File: src/rtl/code_table_ctrl_if.sv
// Builder/decoder side bus of the code-table controller.
// The master modport is the requester side; the controller takes the slave modport.
interface code_table_ctrl_if #(
    parameter int DEPTH = 16
);
    localparam int CW = $clog2(DEPTH + 1);

    logic          wr_en;
    logic [7:0]    wr_char;
    logic [3:0]    wr_length;
    logic [11:0]   wr_path;
    logic          save_comp;
    logic          table_clear;
    logic          srch_req;
    logic [11:0]   srch_bits;
    logic [3:0]    srch_len;
    logic          srch_ack;
    logic          srch_hit;
    logic [7:0]    srch_char;
    logic [CW-1:0] entry_count;
    logic          overflow;

    modport master (
        output wr_en, wr_char, wr_length, wr_path, table_clear,
        output srch_req, srch_bits, srch_len,
        input  save_comp, srch_ack, srch_hit, srch_char, entry_count, overflow
    );

    modport slave (
        input  wr_en, wr_char, wr_length, wr_path, table_clear,
        input  srch_req, srch_bits, srch_len,
        output save_comp, srch_ack, srch_hit, srch_char, entry_count, overflow
    );
endinterface

File: src/rtl/code_table_ctrl.sv
// Shared code table: the builder appends {char, length, path} entries and the decoder
// scans them one entry per cycle for a length-qualified match on the accumulated bits.
module code_table_ctrl #(
    parameter int DEPTH = 16
) (
    input  logic             clk,
    input  logic             n_rst,
    code_table_ctrl_if.slave bus
);
    localparam int IW = (DEPTH > 1) ? $clog2(DEPTH) : 1;
    localparam int CW = $clog2(DEPTH + 1);

    localparam logic [2:0] IDLE   = 3'd0;
    localparam logic [2:0] WRITE  = 3'd1;
    localparam logic [2:0] W_ACK  = 3'd2;
    localparam logic [2:0] SEARCH = 3'd3;
    localparam logic [2:0] RESULT = 3'd4;

    logic [2:0]    state;
    logic [7:0]    tbl_char [DEPTH];
    logic [3:0]    tbl_len  [DEPTH];
    logic [11:0]   tbl_path [DEPTH];
    logic [CW-1:0] count;
    logic [CW-1:0] scan_idx;
    logic          overflow_q;
    logic          hit_q;
    logic [7:0]    char_q;
    logic [3:0]    key_len;
    logic [11:0]   key_bits;

    logic [IW-1:0] scan_addr;
    logic [IW-1:0] wr_addr;
    logic [11:0]   len_mask;
    logic          full;
    logic          entry_match;

    assign scan_addr = scan_idx[IW-1:0];
    assign wr_addr   = count[IW-1:0];
    assign full      = (count == CW'(DEPTH));

    // Only the low key_len bits take part in the compare; lengths of 12+ use all bits.
    assign len_mask    = ~(12'hFFF << key_len);
    assign entry_match = (key_len != 4'd0) &&
                         (tbl_len[scan_addr] == key_len) &&
                         (((tbl_path[scan_addr] ^ key_bits) & len_mask) == 12'd0);

    always_ff @(posedge clk) begin
        if (!n_rst) begin
            state      <= IDLE;
            count      <= '0;
            scan_idx   <= '0;
            overflow_q <= 1'b0;
            hit_q      <= 1'b0;
            char_q     <= 8'd0;
            key_len    <= 4'd0;
            key_bits   <= 12'd0;
            for (int i = 0; i < DEPTH; i++) begin
                tbl_char[i] <= 8'd0;
                tbl_len[i]  <= 4'd0;
                tbl_path[i] <= 12'd0;
            end
        end else if (bus.table_clear) begin
            state      <= IDLE;
            count      <= '0;
            overflow_q <= 1'b0;
        end else begin
            case (state)
                IDLE: begin
                    if (bus.wr_en) begin
                        state <= WRITE;
                    end else if (bus.srch_req) begin
                        state    <= SEARCH;
                        scan_idx <= '0;
                        hit_q    <= 1'b0;
                        char_q   <= 8'd0;
                        key_len  <= bus.srch_len;
                        key_bits <= bus.srch_bits;
                    end
                end
                WRITE: begin
                    // A full table drops the entry but still acknowledges the builder.
                    if (full) begin
                        overflow_q <= 1'b1;
                    end else begin
                        tbl_char[wr_addr] <= bus.wr_char;
                        tbl_len[wr_addr]  <= bus.wr_length;
                        tbl_path[wr_addr] <= bus.wr_path;
                        count             <= count + CW'(1);
                    end
                    state <= W_ACK;
                end
                W_ACK: begin
                    state <= IDLE;
                end
                SEARCH: begin
                    if (scan_idx == count) begin
                        state <= RESULT;
                    end else if (entry_match) begin
                        hit_q  <= 1'b1;
                        char_q <= tbl_char[scan_addr];
                        state  <= RESULT;
                    end else begin
                        scan_idx <= scan_idx + CW'(1);
                    end
                end
                RESULT: begin
                    state <= IDLE;
                end
                default: begin
                    state <= IDLE;
                end
            endcase
        end
    end

    // Pulses are suppressed in the cycle a clear or reset aborts the transaction.
    assign bus.save_comp   = (state == W_ACK)  && n_rst && !bus.table_clear;
    assign bus.srch_ack    = (state == RESULT) && n_rst && !bus.table_clear;
    assign bus.srch_hit    = hit_q;
    assign bus.srch_char   = char_q;
    assign bus.entry_count = count;
    assign bus.overflow    = overflow_q;
endmodule

File: src/flat_wrapper.sv
// flat-port wrapper written by rule: the top's interface ports become plain ports
module code_table_ctrl_flat 
#(
    parameter int DEPTH = 16
)
  (clk, n_rst, bus_wr_en, bus_wr_char, bus_wr_length, bus_wr_path, bus_table_clear, bus_srch_req, bus_srch_bits, bus_srch_len, bus_save_comp, bus_srch_ack, bus_srch_hit, bus_srch_char, bus_entry_count, bus_overflow);
  code_table_ctrl_if #(.DEPTH(DEPTH)) bus_i ();
  input  logic clk;
  input  logic n_rst;
  input wire logic [$bits(bus_i.wr_en)-1:0] bus_wr_en;
  input wire logic [$bits(bus_i.wr_char)-1:0] bus_wr_char;
  input wire logic [$bits(bus_i.wr_length)-1:0] bus_wr_length;
  input wire logic [$bits(bus_i.wr_path)-1:0] bus_wr_path;
  input wire logic [$bits(bus_i.table_clear)-1:0] bus_table_clear;
  input wire logic [$bits(bus_i.srch_req)-1:0] bus_srch_req;
  input wire logic [$bits(bus_i.srch_bits)-1:0] bus_srch_bits;
  input wire logic [$bits(bus_i.srch_len)-1:0] bus_srch_len;
  output wire logic [$bits(bus_i.save_comp)-1:0] bus_save_comp;
  output wire logic [$bits(bus_i.srch_ack)-1:0] bus_srch_ack;
  output wire logic [$bits(bus_i.srch_hit)-1:0] bus_srch_hit;
  output wire logic [$bits(bus_i.srch_char)-1:0] bus_srch_char;
  output wire logic [$bits(bus_i.entry_count)-1:0] bus_entry_count;
  output wire logic [$bits(bus_i.overflow)-1:0] bus_overflow;
  assign bus_i.wr_en = bus_wr_en;
  assign bus_i.wr_char = bus_wr_char;
  assign bus_i.wr_length = bus_wr_length;
  assign bus_i.wr_path = bus_wr_path;
  assign bus_i.table_clear = bus_table_clear;
  assign bus_i.srch_req = bus_srch_req;
  assign bus_i.srch_bits = bus_srch_bits;
  assign bus_i.srch_len = bus_srch_len;
  assign bus_save_comp = bus_i.save_comp;
  assign bus_srch_ack = bus_i.srch_ack;
  assign bus_srch_hit = bus_i.srch_hit;
  assign bus_srch_char = bus_i.srch_char;
  assign bus_entry_count = bus_i.entry_count;
  assign bus_overflow = bus_i.overflow;
  code_table_ctrl #(.DEPTH(DEPTH)) u_core (.clk(clk), .n_rst(n_rst), .bus(bus_i));
endmodule
File: config.mk
export PLATFORM = sky130hd
export DESIGN_NAME = code_table_ctrl_flat
export DESIGN_NICKNAME = d
export VERILOG_FILES = /design/src/rtl/code_table_ctrl_if.sv /design/src/rtl/code_table_ctrl.sv /design/src/flat_wrapper.sv
export SDC_FILE = /design/constraint.sdc
export NUM_CORES = 1
export LEC_CHECK = 0
export CAP_MARGIN = 25
export CORE_MARGIN = 2
export CORE_UTILIZATION = 45
export CTS_CLUSTER_SIZE = 40
export DETAILED_ROUTE_END_ITERATION = 10
export MAX_ROUTING_LAYER = met4
export PLACE_DENSITY = 0.63
export SETUP_SLACK_MARGIN = 0.2
export SLEW_MARGIN = 20
export SYNTH_ARGS = -nofsm -noshare
export SYNTH_HDL_FRONTEND = slang
export SYNTH_SLANG_ARGS = --single-unit
File: constraint.sdc
create_clock -name clk -period 4.5 [get_ports clk]
set_clock_uncertainty 0.05 [all_clocks]
set_input_delay 0.675 -clock clk [delete_from_list [all_inputs] [get_ports clk]]
set_output_delay 0.675 -clock clk [all_outputs]
set_load 0.1 [all_outputs]
# --- Word level (Yosys, flattened, before mapping) ---
# Memories as Yosys holds them, arrays and structs flattened. A register that Yosys moved wholly into a read port is not among the register bits.
# Cells that the tools add are included.
op_classes:
  n_addsub: 2
  eq_ne: 14
  shift: 1
  n_mux: 41
  bitwise: 7
  n_reduce_logical: 21
op_table:
  columns: ["operator", "n"]
  rows:
  - ["$mux W4", 10]
  - ["$mux W8", 5]
  - ["$mux W5", 4]
  - ["$pmux W8 S2", 1]
  - ["$mux W1", 13]
  - ["$and A12 B12 Y12", 1]
  - ["$logic_not A12 Y1", 1]
  - ["$mux W12", 1]
  - ["$mux W3", 4]
  - ["$not A12 Y12", 1]
  - ["$reduce_and A6 Y1", 2]
  - ["$reduce_or A12 Y1", 1]
  - ["$shl A12 B4 Y12 const A", 1]
  - ["$xor A12 B12 Y12", 1]
  - ["$add A5 B1 Y5 const B", 2]
  - ["$pmux W5 S2", 1]
  - ["$pmux W3 S3", 1]
  - ["$ne A2 B2 Y1 const B", 4]
  - ["$reduce_or A8 Y1", 1]
  - ["$eq A3 B2 Y1 const B", 2]
  - ["$logic_and A1 B1 Y1", 6]
  - ["$reduce_and A2 Y1", 3]
  - ["$eq A5 B5 Y1", 1]
  - ["$eq A5 B5 Y1 const B", 1]
  - ["15 further kinds", 18]
word_totals:
  register_bits: 39
  ramBits: 384
  inputBits: 45
  output_inout_bits: 17
  memories: 3
mem_list:
  columns: ["name", "words", "width", "read_ports", "rd_clocked_by_memory_dff", "wr", "line", "source"]
  rows:
  - ["u_core.tbl_path", 16, 12, 1, 1, 16, "code_table_ctrl.sv:22", "logic [11:0] tbl_path [DEPTH];"]
  - ["u_core.tbl_char", 16, 8, 1, 1, 16, "code_table_ctrl.sv:20", "logic [7:0] tbl_char [DEPTH];"]
  - ["u_core.tbl_len", 16, 4, 1, 1, 16, "code_table_ctrl.sv:21", "logic [3:0] tbl_len [DEPTH];"]

# --- Longest topological paths before layout ---
logic_depth:
  depth_word: 10
  depth_mapped: 14

# --- Worst setup path after synthesis ---
# No wires, ideal clock.
synth_timing:
  path_type: "input port to output port"
  from: "in bus_table_clear"
  to: "out bus_srch_ack"
  t_arrival_ps: 4150
  required_ps: 3775
  slack_ps: -375
  path_stages: 3
  n_path_buf: 1
  cell_sequence: "nand2b_1 -> clkbuf_1 -> nor4b_1"
synth_via:
  elab_chain_cells: 2
synth_lines:
  columns: ["item", "line", "source"]
  rows:
  - ["start: declaration", "flat_wrapper.sv:14", "input wire logic [$bits(bus_i.table_clear)-1:0] bus_table_clear;"]
  - ["$logic_not A1 Y1", "code_table_ctrl.sv:118", "assign bus.srch_ack = (state == RESULT) && n_rst && !bus.table_clear;"]
  - ["$logic_and A1 B1 Y1", "code_table_ctrl.sv:118", null]
  - ["end: declaration", "flat_wrapper.sv:19", "output wire logic [$bits(bus_i.srch_ack)-1:0] bus_srch_ack;"]
# Every way passes these cells.

==> results.json <==
{
  "crit_fanout": 37,
  "cts_setup_buffers": 0,
  "finalMaxSlewViolations": 0,
  "crit_required_ns": 4.91,
  "cts_resized": 0,
  "final_nets": 1455,
  "intPower_uw": 6600,
  "power_uw": 8400,
  "fin_tns_setup_ns": 0,
  "drive_above_1_share_pct": 17.4,
  "power.leakage_uw": 0.00792,
  "drv_cap": 0,
  "synth_xor_area_share_pct": 1.21,
  "syn_area_per_cell_sq_um": 14.5,
  "cp-start-kind": "register",
  "antenna_left": 0,
  "rsz0062_at_grt": "false",
  "slowest_stage": "dfxtp_4",
  "numCtsBuffers": 44,
  "post-route-cell-area_sq_um": 22600,
  "firstDrtPassIters": 5,
  "setup_viol": 0,
  "fill_cells": 3486,
  "via_per_inst": 5.70,
  "die_y_um": 213,
  "fin_crit_sh_pct": 90.2,
  "crit_top_cell": "buf_4",
  "die_area_sq_um": 45200,
  "relSlewSlack_pct": 34.8,
  "worstSkewPairLatency_ns": 0.58,
  "grt-ovfl-total": 0,
  "portBuffers": 61,
  "synth_top_area_share_pct": 58.9,
  "place.gp.congestion": 0.811,
  "timing.critical_path.buf_inv": 2,
  "holdBufCountCts": 0,
  "cts_max_level": 2,
  "ir_drop_mv": 0.235,
  "ctsLongestPathBuffers": 3,
  "syn_area_sq_um": 19600,
  "outcome": "completed",
  "synthCells": 1351,
  "dp_hpwl_mm": 30.4,
  "num_vias": 11510,
  "synth_edf_count": 384,
  "synth_cell_types": 55,
  "drt_iter0_markers": 1295,
  "cp_top_family": "simple AND/OR/NAND/NOR gates",
  "synth_area_leader_cell": "edfxtp_1",
  "pwr-share-clk_pct": 42.2,
  "period_minus_slack_ns": 4.06,
  "cts_tree": "done",
  "initial_utilization_pct": 45.6,
  "antenna_found_initial": 0,
  "area_growth_pct": 15.2,
  "ys.warnings.count": 0,
  "yosysSeqAreaShare_pct": 63.2,
  "cp_cell_sequence": "buf_4, buf_4, mux2i_1, a22oi_1, o21ai_0, mux2_2, xnor2_1, o21ba_1, or4_4, nor4b_1, or3_1",
  "synthTopCellsByArea": "edfxtp_1 (59%), and2_1 (12%), mux4_2 (11%)",
  "crit_type": "reg -> reg",
  "endpoint_kind": "register",
  "final_hold_viol_count": 0,
  "syn_nets": 1401,
  "gr-usage-all-layers_pct": 24.9,
  "synth_top_flop_cell": "edfxtp_1",
  "drt_wl_total_mm": 52.6,
  "swShare_pct": 21.5,
  "coreArea_sq_um": 43000,
  "ys_ff_latch": 427,
  "max_freq_mhz": 246,
  "synthArstFlopShare_pct": 0,
  "dpl-instance-area_sq_um": 21200,
  "io-pin-count": 62,
  "grt_pass1_wl_mm": 78.0,
  "synth-simple-area-share_pct": 16.4,
  "netSwitchingPower_uw": 1800,
  "grt_max_degree": 48,
  "synth.mux.area_fraction_pct": 14.0,
  "synthAdderAreaFrac_pct": 0.377,
  "clock_sinks": 427,
  "synth_top_family_by_area": "simple AND/OR/NAND/NOR gates",
  "power_frac_seq_pct": 53.3,
  "crit_arrival_ns": 4.47,
  "worstHoldPathType": "reg -> reg",
  "die_w_um": 213,
  "detail_route.wl_per_cell_um": 26.1,
  "diodes": 0,
  "drc": 0,
  "worstMarginPinSlew_ns": 0.974,
  "synth_compound_area_share_pct": 2.47,
  "cp_slowest_stage_delay_ns": 0.77,
  "power_density_nw_per_um2": 372,
  "placementRows": 76,
  "clk_pin_slew_ns": 0.06,
  "grt_pass1_vias": 11639,
  "clockRootBuffer": "clkbuf_16",
  "p_comb_share_pct": 4.5
}
sequential cells by signal (all words and copies together), names as in the netlist, named ones only:
register and count:
u_core.bus.srch_hit 1, u_core.scan_idx 5, u_core.tbl_char 128, u_core.key_len 4, u_core.bus.overflow 1, u_core.key_bits 12, u_core.bus.entry_count 5, u_core.state 3
u_core.bus.srch_char 8, u_core.tbl_len 64, u_core.tbl_path 192
final cells by class:
cell class,instances,area [sq um],share of cell area (%)
multi-input combinational,812,6950,30.8
tap,585,732,3.24
inverter,7,26.3,0.116
sequential,427,12400,55.0
timing repair buffer,113,1090,4.84
clock buffer,55,1180,5.25
clock inverter,19,175,0.776
metal layers:
metal	up-vias	GRT usage, %	routed length [um]
met3	81	3.54	3710
met1	5934	34.8	23000
met4	0	6.73	1220
met5	-	-	0
met2	443	38.5	24700
li1	5052	-	-
layout by cell type (no fill, tap or decap), drive strengths merged, types with 4 or more instances in the layout:
cell type	n
and2	388
nand4	5
a21o	4
o22ai	8
a31oi	7
inv	6
clkbuf	55
nor3	10
clkdlybuf4s50	58
xnor2	14
mux4	93
nor2	46
nor4	4
nand2	43
xor2	13
edfxtp	384
buf	55
clkinv	17
nor2b	10
nor4b	4
mux2i	62
dfxtp	43
ha	5
a21oi	8
o21ai	21
nand3	15
a22oi	7
nand2b	9
or3	4
worst min-delay path, stage by stage (launching register included):
cell and delay, ns:
dfxtp_1 0.32, nand2_1 0.05, o22ai_1 0.06
synthesized netlist by cell type, types with 6 or more instances:
cell / count
a21oi_1: 7
a22oi_1: 7
a31oi_1: 7
and2_1: 387
buf_1: 11
buf_2: 12
clkbuf_1: 79
dfxtp_1: 43
edfxtp_1: 384
inv_1: 6
mux2i_1: 62
mux4_2: 93
nand2_1: 43
nand2b_1: 9
nand3_1: 15
nor2_1: 46
nor2b_1: 10
nor3_1: 10
o21ai_0: 21
o22ai_1: 8
xnor2_1: 14
xor2_1: 13
logic make-up after synthesis:
kind of cell,after synthesis
xor gates and xnor gates,27
and+or+nand+nor,549
adders and majority gates,6
DFF,427
muxes,157
AOI/OAI and AO/OA,73
buffers and inverters,112
per-stage QoR:
stage | cells | utilization, % | hold WS, ns | setup WS [ns]
after floorplan | 1351 | - | 0.426 | 0.00895
after global placement | 1944 | 49.3 | 0.409 | 0.495
after detailed placement | 1944 | 49.3 | 0.418 | 0.435
after CTS | 2018 | 52.5 | 0.430 | 0.414
after global routing | 2018 | 52.5 | 0.445 | 0.236
final | 2018 | 52.5 | 0.431 | 0.442
worst paths after layout:
path	startpoint	to	slack, ns	cells after the start
max	register	register	0.44	11
min	u_core.bus.srch_char[5]	u_core.bus.srch_char[5]	0.43	2
max reg2reg	register	register	0.44	11
min reg2reg	u_core.bus.srch_char[5]	u_core.bus.srch_char[5]	0.43	2
power groups by stage:
stage	Combinational [uW]	Sequential, uW	Clock (uW)
2_1_floorplan	190	4550	0
3_3_place_gp	376	4560	0
3_5_place_dp	381	4560	0
4_1_cts	382	4480	3590
5_1_grt	405	4490	3730
6_report	381	4480	3540
Power figures use the tool's default switching activity.
